<file path="config.mk">
export PLATFORM = sky130hd
export DESIGN_NAME = program_loader
export DESIGN_NICKNAME = d
export VERILOG_FILES = /design/src/rtl/program_loader_pkg.sv /design/src/rtl/program_loader_byte_assembler.sv /design/src/rtl/program_loader.sv
export SDC_FILE = /design/constraint.sdc
export NUM_CORES = 1
export LEC_CHECK = 0
export CORE_MARGIN = 2
export CORE_UTILIZATION = 45
export CTS_CLUSTER_SIZE = 14
export DETAILED_ROUTE_END_ITERATION = 8
export HOLD_SLACK_MARGIN = 0.15
export PLACE_DENSITY = 0.69
export SETUP_SLACK_MARGIN = 0.4
export SLEW_MARGIN = 0
export SYNTH_ARGS = -nofsm -noshare
export SYNTH_HDL_FRONTEND = slang
export SYNTH_SLANG_ARGS = --single-unit
</file>
<file path="constraint.sdc">
create_clock -name clk -period 2.4 [get_ports clk]
set_input_delay 0.36 -clock clk [delete_from_list [all_inputs] [get_ports clk]]
set_output_delay 0.36 -clock clk [all_outputs]
set_load 0.02 [all_outputs]
</file>
<file path="src/rtl/program_loader_pkg.sv">
// Shared definitions for the program loader: FSM state codes, the HALT word
// and word/byte geometry helpers.
package program_loader_pkg;

    localparam logic [1:0] ST_IDLE  = 2'd0;
    localparam logic [1:0] ST_RECV  = 2'd1;
    localparam logic [1:0] ST_WRITE = 2'd2;
    localparam logic [1:0] ST_DONE  = 2'd3;

    // Wide enough for any supported word width; sliced to RAM_WIDTH by users.
    localparam logic [63:0] HALT_WORD = 64'd0;

    function automatic int bytes_per_word(input int ram_width);
        return ram_width / 8;
    endfunction

    function automatic int byte_idx_width(input int bpw);
        return (bpw > 1) ? $clog2(bpw) : 1;
    endfunction

endpackage

</file>
<file path="src/rtl/program_loader_byte_assembler.sv">
// Shifts received bytes MSB-first into an instruction word and flags the byte
// that completes it; word carries the completed value in that same cycle.
module program_loader_byte_assembler
    import program_loader_pkg::*;
#(
    parameter int RAM_WIDTH = 16
) (
    input  logic                 clk,
    input  logic                 rst_n,
    input  logic                 clear,
    input  logic                 shift_en,
    input  logic [7:0]           rx_data,
    output logic [RAM_WIDTH-1:0] word,
    output logic                 word_valid
);

    localparam int BPW   = bytes_per_word(RAM_WIDTH);
    localparam int IDX_W = byte_idx_width(BPW);

    logic [RAM_WIDTH-1:0] shift_r;
    logic [IDX_W-1:0]     idx_r;
    logic                 last_s;

    // Next word value and completion flag for the byte currently offered.
    always_comb begin
        word       = (shift_r << 8) | RAM_WIDTH'(rx_data);
        last_s     = (idx_r == IDX_W'(BPW - 1));
        word_valid = shift_en && last_s;
    end

    // Shift register and byte index; clear restarts assembly at byte 0.
    always_ff @(posedge clk or negedge rst_n) begin
        if (!rst_n) begin
            shift_r <= {RAM_WIDTH{1'b0}};
            idx_r   <= {IDX_W{1'b0}};
        end else if (clear) begin
            shift_r <= {RAM_WIDTH{1'b0}};
            idx_r   <= {IDX_W{1'b0}};
        end else if (shift_en) begin
            shift_r <= word;
            idx_r   <= last_s ? {IDX_W{1'b0}} : idx_r + IDX_W'(1);
        end else begin
            shift_r <= shift_r;
            idx_r   <= idx_r;
        end
    end

endmodule

</file>
<file path="src/rtl/program_loader.sv">
// Loads a UART byte stream into program memory as RAM_WIDTH-bit words at
// consecutive addresses, stopping on the HALT word or when memory is full.
module program_loader
    import program_loader_pkg::*;
#(
    parameter int RAM_WIDTH     = 16,
    parameter int RAM_ADDR_BITS = 11
) (
    input  logic                     clk,
    input  logic                     rst_n,
    input  logic                     start,
    input  logic [7:0]               rx_data,
    input  logic                     rx_done,
    output logic                     wr_en,
    output logic [RAM_ADDR_BITS-1:0] wr_addr,
    output logic [RAM_WIDTH-1:0]     wr_data,
    output logic                     busy,
    output logic                     done,
    output logic                     overflow,
    output logic [RAM_ADDR_BITS:0]   words_loaded
);

    logic [1:0]               state_r;
    logic [1:0]               state_s;
    logic [RAM_ADDR_BITS-1:0] addr_r;
    logic                     start_ok_s;
    logic                     is_halt_s;
    logic                     at_last_s;
    logic                     continue_s;
    logic                     shift_en_s;
    logic                     word_valid_s;
    logic [RAM_WIDTH-1:0]     word_s;

    logic                     wr_en_r;
    logic [RAM_ADDR_BITS-1:0] wr_addr_r;
    logic [RAM_WIDTH-1:0]     wr_data_r;
    logic                     busy_r;
    logic                     done_r;
    logic                     overflow_r;
    logic [RAM_ADDR_BITS:0]   words_r;

    program_loader_byte_assembler #(
        .RAM_WIDTH (RAM_WIDTH)
    ) u_asm (
        .clk        (clk),
        .rst_n      (rst_n),
        .clear      (start_ok_s),
        .shift_en   (shift_en_s),
        .rx_data    (rx_data),
        .word       (word_s),
        .word_valid (word_valid_s)
    );

    // Next-state logic; a byte arriving during WRITE is kept only if loading continues.
    always_comb begin
        start_ok_s = start && ((state_r == ST_IDLE) || (state_r == ST_DONE));
        is_halt_s  = (wr_data_r == HALT_WORD[RAM_WIDTH-1:0]);
        at_last_s  = (addr_r == {RAM_ADDR_BITS{1'b1}});
        continue_s = !is_halt_s && !at_last_s;
        shift_en_s = 1'b0;
        state_s    = state_r;
        case (state_r)
            ST_IDLE: begin
                state_s = start_ok_s ? ST_RECV : ST_IDLE;
            end
            ST_RECV: begin
                shift_en_s = rx_done;
                state_s    = word_valid_s ? ST_WRITE : ST_RECV;
            end
            ST_WRITE: begin
                shift_en_s = rx_done && continue_s;
                if (continue_s) begin
                    state_s = word_valid_s ? ST_WRITE : ST_RECV;
                end else begin
                    state_s = ST_DONE;
                end
            end
            ST_DONE: begin
                state_s = start_ok_s ? ST_RECV : ST_DONE;
            end
            default: begin
                state_s = ST_IDLE;
            end
        endcase
    end

    // State, status outputs, address and word counters.
    always_ff @(posedge clk or negedge rst_n) begin
        if (!rst_n) begin
            state_r    <= ST_IDLE;
            wr_en_r    <= 1'b0;
            busy_r     <= 1'b0;
            done_r     <= 1'b0;
            overflow_r <= 1'b0;
            addr_r     <= {RAM_ADDR_BITS{1'b0}};
            words_r    <= {(RAM_ADDR_BITS + 1){1'b0}};
        end else begin
            state_r <= state_s;
            wr_en_r <= (state_s == ST_WRITE);
            busy_r  <= (state_s == ST_RECV) || (state_s == ST_WRITE);
            done_r  <= (state_s == ST_DONE);
            if (start_ok_s) begin
                overflow_r <= 1'b0;
                addr_r     <= {RAM_ADDR_BITS{1'b0}};
                words_r    <= {(RAM_ADDR_BITS + 1){1'b0}};
            end else if (state_r == ST_WRITE) begin
                overflow_r <= !is_halt_s && at_last_s;
                addr_r     <= continue_s ? addr_r + {{(RAM_ADDR_BITS - 1){1'b0}}, 1'b1} : addr_r;
                words_r    <= words_r + {{RAM_ADDR_BITS{1'b0}}, 1'b1};
            end else begin
                overflow_r <= overflow_r;
                addr_r     <= addr_r;
                words_r    <= words_r;
            end
        end
    end

    // Write port registers: loaded only when a word completes, held otherwise.
    always_ff @(posedge clk or negedge rst_n) begin
        if (!rst_n) begin
            wr_addr_r <= {RAM_ADDR_BITS{1'b0}};
            wr_data_r <= {RAM_WIDTH{1'b0}};
        end else if (word_valid_s) begin
            wr_addr_r <= (state_r == ST_WRITE) ? addr_r + {{(RAM_ADDR_BITS - 1){1'b0}}, 1'b1} : addr_r;
            wr_data_r <= word_s;
        end else begin
            wr_addr_r <= wr_addr_r;
            wr_data_r <= wr_data_r;
        end
    end

    assign wr_en        = wr_en_r;
    assign wr_addr      = wr_addr_r;
    assign wr_data      = wr_data_r;
    assign busy         = busy_r;
    assign done         = done_r;
    assign overflow     = overflow_r;
    assign words_loaded = words_r;

endmodule

</file>
==> flow_summary.yaml <==
drt:
  vias: 2683
  drt-initial-drc-count: 169
  via_per_inst: 5.64
  wire_per_inst_um: 17.4
  postRouteAntennaNets: 0
  drt-total-wl_um: 8260
  drc: 0
  first_pass_iters: 5
cts:
  clockBufferDepth: 2
  clkLatencyLatePin_ns: 0.34
  cts_root_buf: "clkbuf_8"
  clk_pin_slew_ns: 0.07
  cts_max_level: 3
  cts_tree: "yes"
  numClockSinks: 65
  cts_inserted_buffers: 9
timing:
  slew_headroom_pct: 51.4
  min_period_over_period_pct: 83.2
  finalSetupTns_ns: 0
  hold_ws_ns: 0.508
  skew_ns: 0.0101
  tightest_slew_ns: 0.729
  hold_viol_final: 0
  slew_violations: 0
  period_minus_slack_ns: 2.00
  finalSetupViolCount: 0
  max_freq_ghz: 0.501
  rsz0062_at_grt: "true"
setup_path:
  worst-path-buf-inv: 2
  crit_path_end_kind: "flop"
  critPathTopFamily: "flip-flops"
  reg2reg_depth: 6
  crit_path_max_fanout: 5
  r2r_end: "wr_data[9]$_DFFE_PN0P_"
  path_cells: "nor4_4, a41oi_4, buf_6, o211ai_4, buf_6, mux2_4"
  cp_slowest_stage_delay_ns: 0.43
  r2r_slack_ns: 0.40
  critPathRequiredTime_ns: 2.61
  timing.rr.start: "wr_data[13]$_DFFE_PN0P_"
  start_kind: "flop"
  critPathKind: "reg -> reg"
  crit_top_cell: "buf_6"
  slowest_stage: "dfrtp_2"
  cp.arrival_ns: 2.21
layout:
  antennaDiodeCount: 0
  final_cell_mix: "dfrtp_1 (57), clkdlybuf4s50_1 (53), mux2_4 (26), buf_4 (23)"
  fin_cells: 476
  post-route-cell-area_um2: 4720
  nFillCells: 565
  final_nets: 392
  syn2layout_area_growth_pct: 44.2
  drive_above_1_share_pct: 29.7
  layout_commonest_cell: "dfrtp_1"
global_route:
  overflow: 0
  antenna_found_initial: 0
  top_usage_layer: "met2"
  use_met3_pct: 4.99
  grt_pass1_vias: 2576
  use_met2_pct: 31.3
  grt_pass1_wl_um: 12600
  grt_start_max_net_pins: 36
  grtUsageTotal_pct: 20.9
  met1_usage_pct: 29.0
run:
  max_cap_violations: 0
power_and_ir_drop:
  vdd_ir_drop_max_mv: 0.752
  cellLeakagePower_uw: 0.00211
  powerDensity_nw_per_um2: 908
  p_total_uw: 4290
placed_design:
  dp_hpwl_um: 4870
  gp_congestion: 0.780
  dp_cells: 430
  place_area_um2: 4010
  port_buffers: 54
min_path:
  hold_depth: 1
  hp-class: "reg -> reg"
  min_from: "wr_addr[3]$_DFFE_PN0P_"
  hold_end: "wr_addr[3]$_DFFE_PN0P_"
die:
  ios: 55
  start_util_pct: 45.9
  die_w_um: 89.3
  die_area_um2: 7970
  fp-row-count: 31
  core_um2: 7140
  die_y_um: 89.3
synthesis:
  synth_area_leaders: "dfrtp_1 (50%), mux2_2 (9.3%), xnor2_1 (3.2%), ha_1 (3.1%), o2bb2a_1 (2.4%)"
  yosys_warnings: 0
  synthesis.nets: 307
  synth_top_area_share_pct: 49.7
  syn-instance-count: 287
  yosysTopAreaCell: "dfrtp_1"
  syn_area_per_cell_um2: 11.4
  netlist_area_um2: 3270
  ys_ff_latch: 65
  ys_types: 40
  ys_seq_area_share_pct: 49.7
status:
  outcome: "complete, no violations"
report_power, final:
part / internal [uW] / switching [uW] / total (uW)
registers: 1330 / 249 / 1580
clock network: 644 / 409 / 1050
logic: 873 / 782 / 1650
worst max-delay path by stage:
stage,from,end,slack [ns],cells past startpoint
floorplan,wr_data[9]$_DFFE_PN0P_,wr_data[10]$_DFFE_PN0P_,0.40,5
global placement,wr_data[10]$_DFFE_PN0P_,wr_data[9]$_DFFE_PN0P_,0.07,4
detailed placement,wr_data[2]$_DFFE_PN0P_,wr_data[9]$_DFFE_PN0P_,0.05,4
CTS,state_r[1]$_DFF_PN0_,busy$_DFF_PN0_,0.37,7
global route,wr_data[13]$_DFFE_PN0P_,wr_data[9]$_DFFE_PN0P_,0.34,6
finish,wr_data[13]$_DFFE_PN0P_,wr_data[9]$_DFFE_PN0P_,0.40,6
metrics by stage:
| stage | worst slack [ns] | utilization, % |
|---|---|---|
| after global routing | 0.341 | 66.1 |
| after detailed placement | 0.0533 | 56.2 |
| final | 0.404 | 66.1 |
| after floorplan | 0.402 | - |
| after CTS | 0.366 | 61.6 |
| after global placement | 0.0720 | 56.2 |
kinds of logic after synthesis:
logic type,count (synthesis),synth area share [%]
xor gates and xnor gates,20,5.35
muxes,29,9.90
adders and majority gates,8,3.06
DFF,65,49.7
and+or+nand+nor,82,14.4
buffers and inverters,32,4.17
AOI/OAI and AO/OA,51,13.5
routing by layer:
| layer | vias up | wire length [um] |
|---|---|---|
| met4 | 0 | 197 |
| met2 | 95 | 3770 |
| met3 | 19 | 518 |
| li1 | 1249 | - |
| met1 | 1320 | 3770 |
| met5 | - | 0 |
cell usage after synthesis, drive strengths merged:
cell,count
and4,9
o31ai,4
clkbuf,17
buf,3
nand4,9
xnor2,12
o2111ai,1
ha,8
dfrtp,65
nand2b,5
nor4,4
nor2,14
a31o,1
and3,4
o221ai,8
a221oi,1
o31a,2
nand3b,8
a31oi,2
a21oi,9
o32ai,1
a41oi,2
mux2i,2
a41o,2
mux2,27
o211ai,2
nor2b,2
o2bb2a,8
inv,12
nand3,7
nand2,14
nor3,1
or4,4
xor2,8
o311ai,4
and2,1
o41ai,4
registers in the layout, indices dropped and copies added (netlist names):
| name | cells |
|---|---|
| wr_data | 16 |
| words_loaded | 12 |
| addr_r | 11 |
| wr_addr | 11 |
| u_asm.shift_r | 8 |
| state_r | 2 |
| busy | 1 |
| done | 1 |
| overflow | 1 |
| u_asm.idx_r | 1 |
| wr_en | 1 |
area by class of cell:
cell class | count | area [um^2] | share of cell area, %
Inverter | 12 | 45.0 | 0.954
Clock inverter | 2 | 60.1 | 1.27
Multi-Input combinational cell | 192 | 1800 | 38.2
Timing Repair Buffer | 92 | 890 | 18.8
Sequential cell | 65 | 1640 | 34.7
Clock buffer | 14 | 163 | 3.45
Tap cell | 99 | 124 | 2.62
timing repair:
| item | in CTS | in global routing |
|---|---|---|
| setup endpoints to repair | 42 | 45 |
| buffers inserted | 9 | 18 |
| resized for setup | 11 | 50 |
| pin swaps | 4 | 9 |
| endpoints found under the hold margin | 30 | 0 |
| gates cloned | 2 | 0 |
| hold buffers | 1 | 0 |
(Power assumes the default switching activity.)
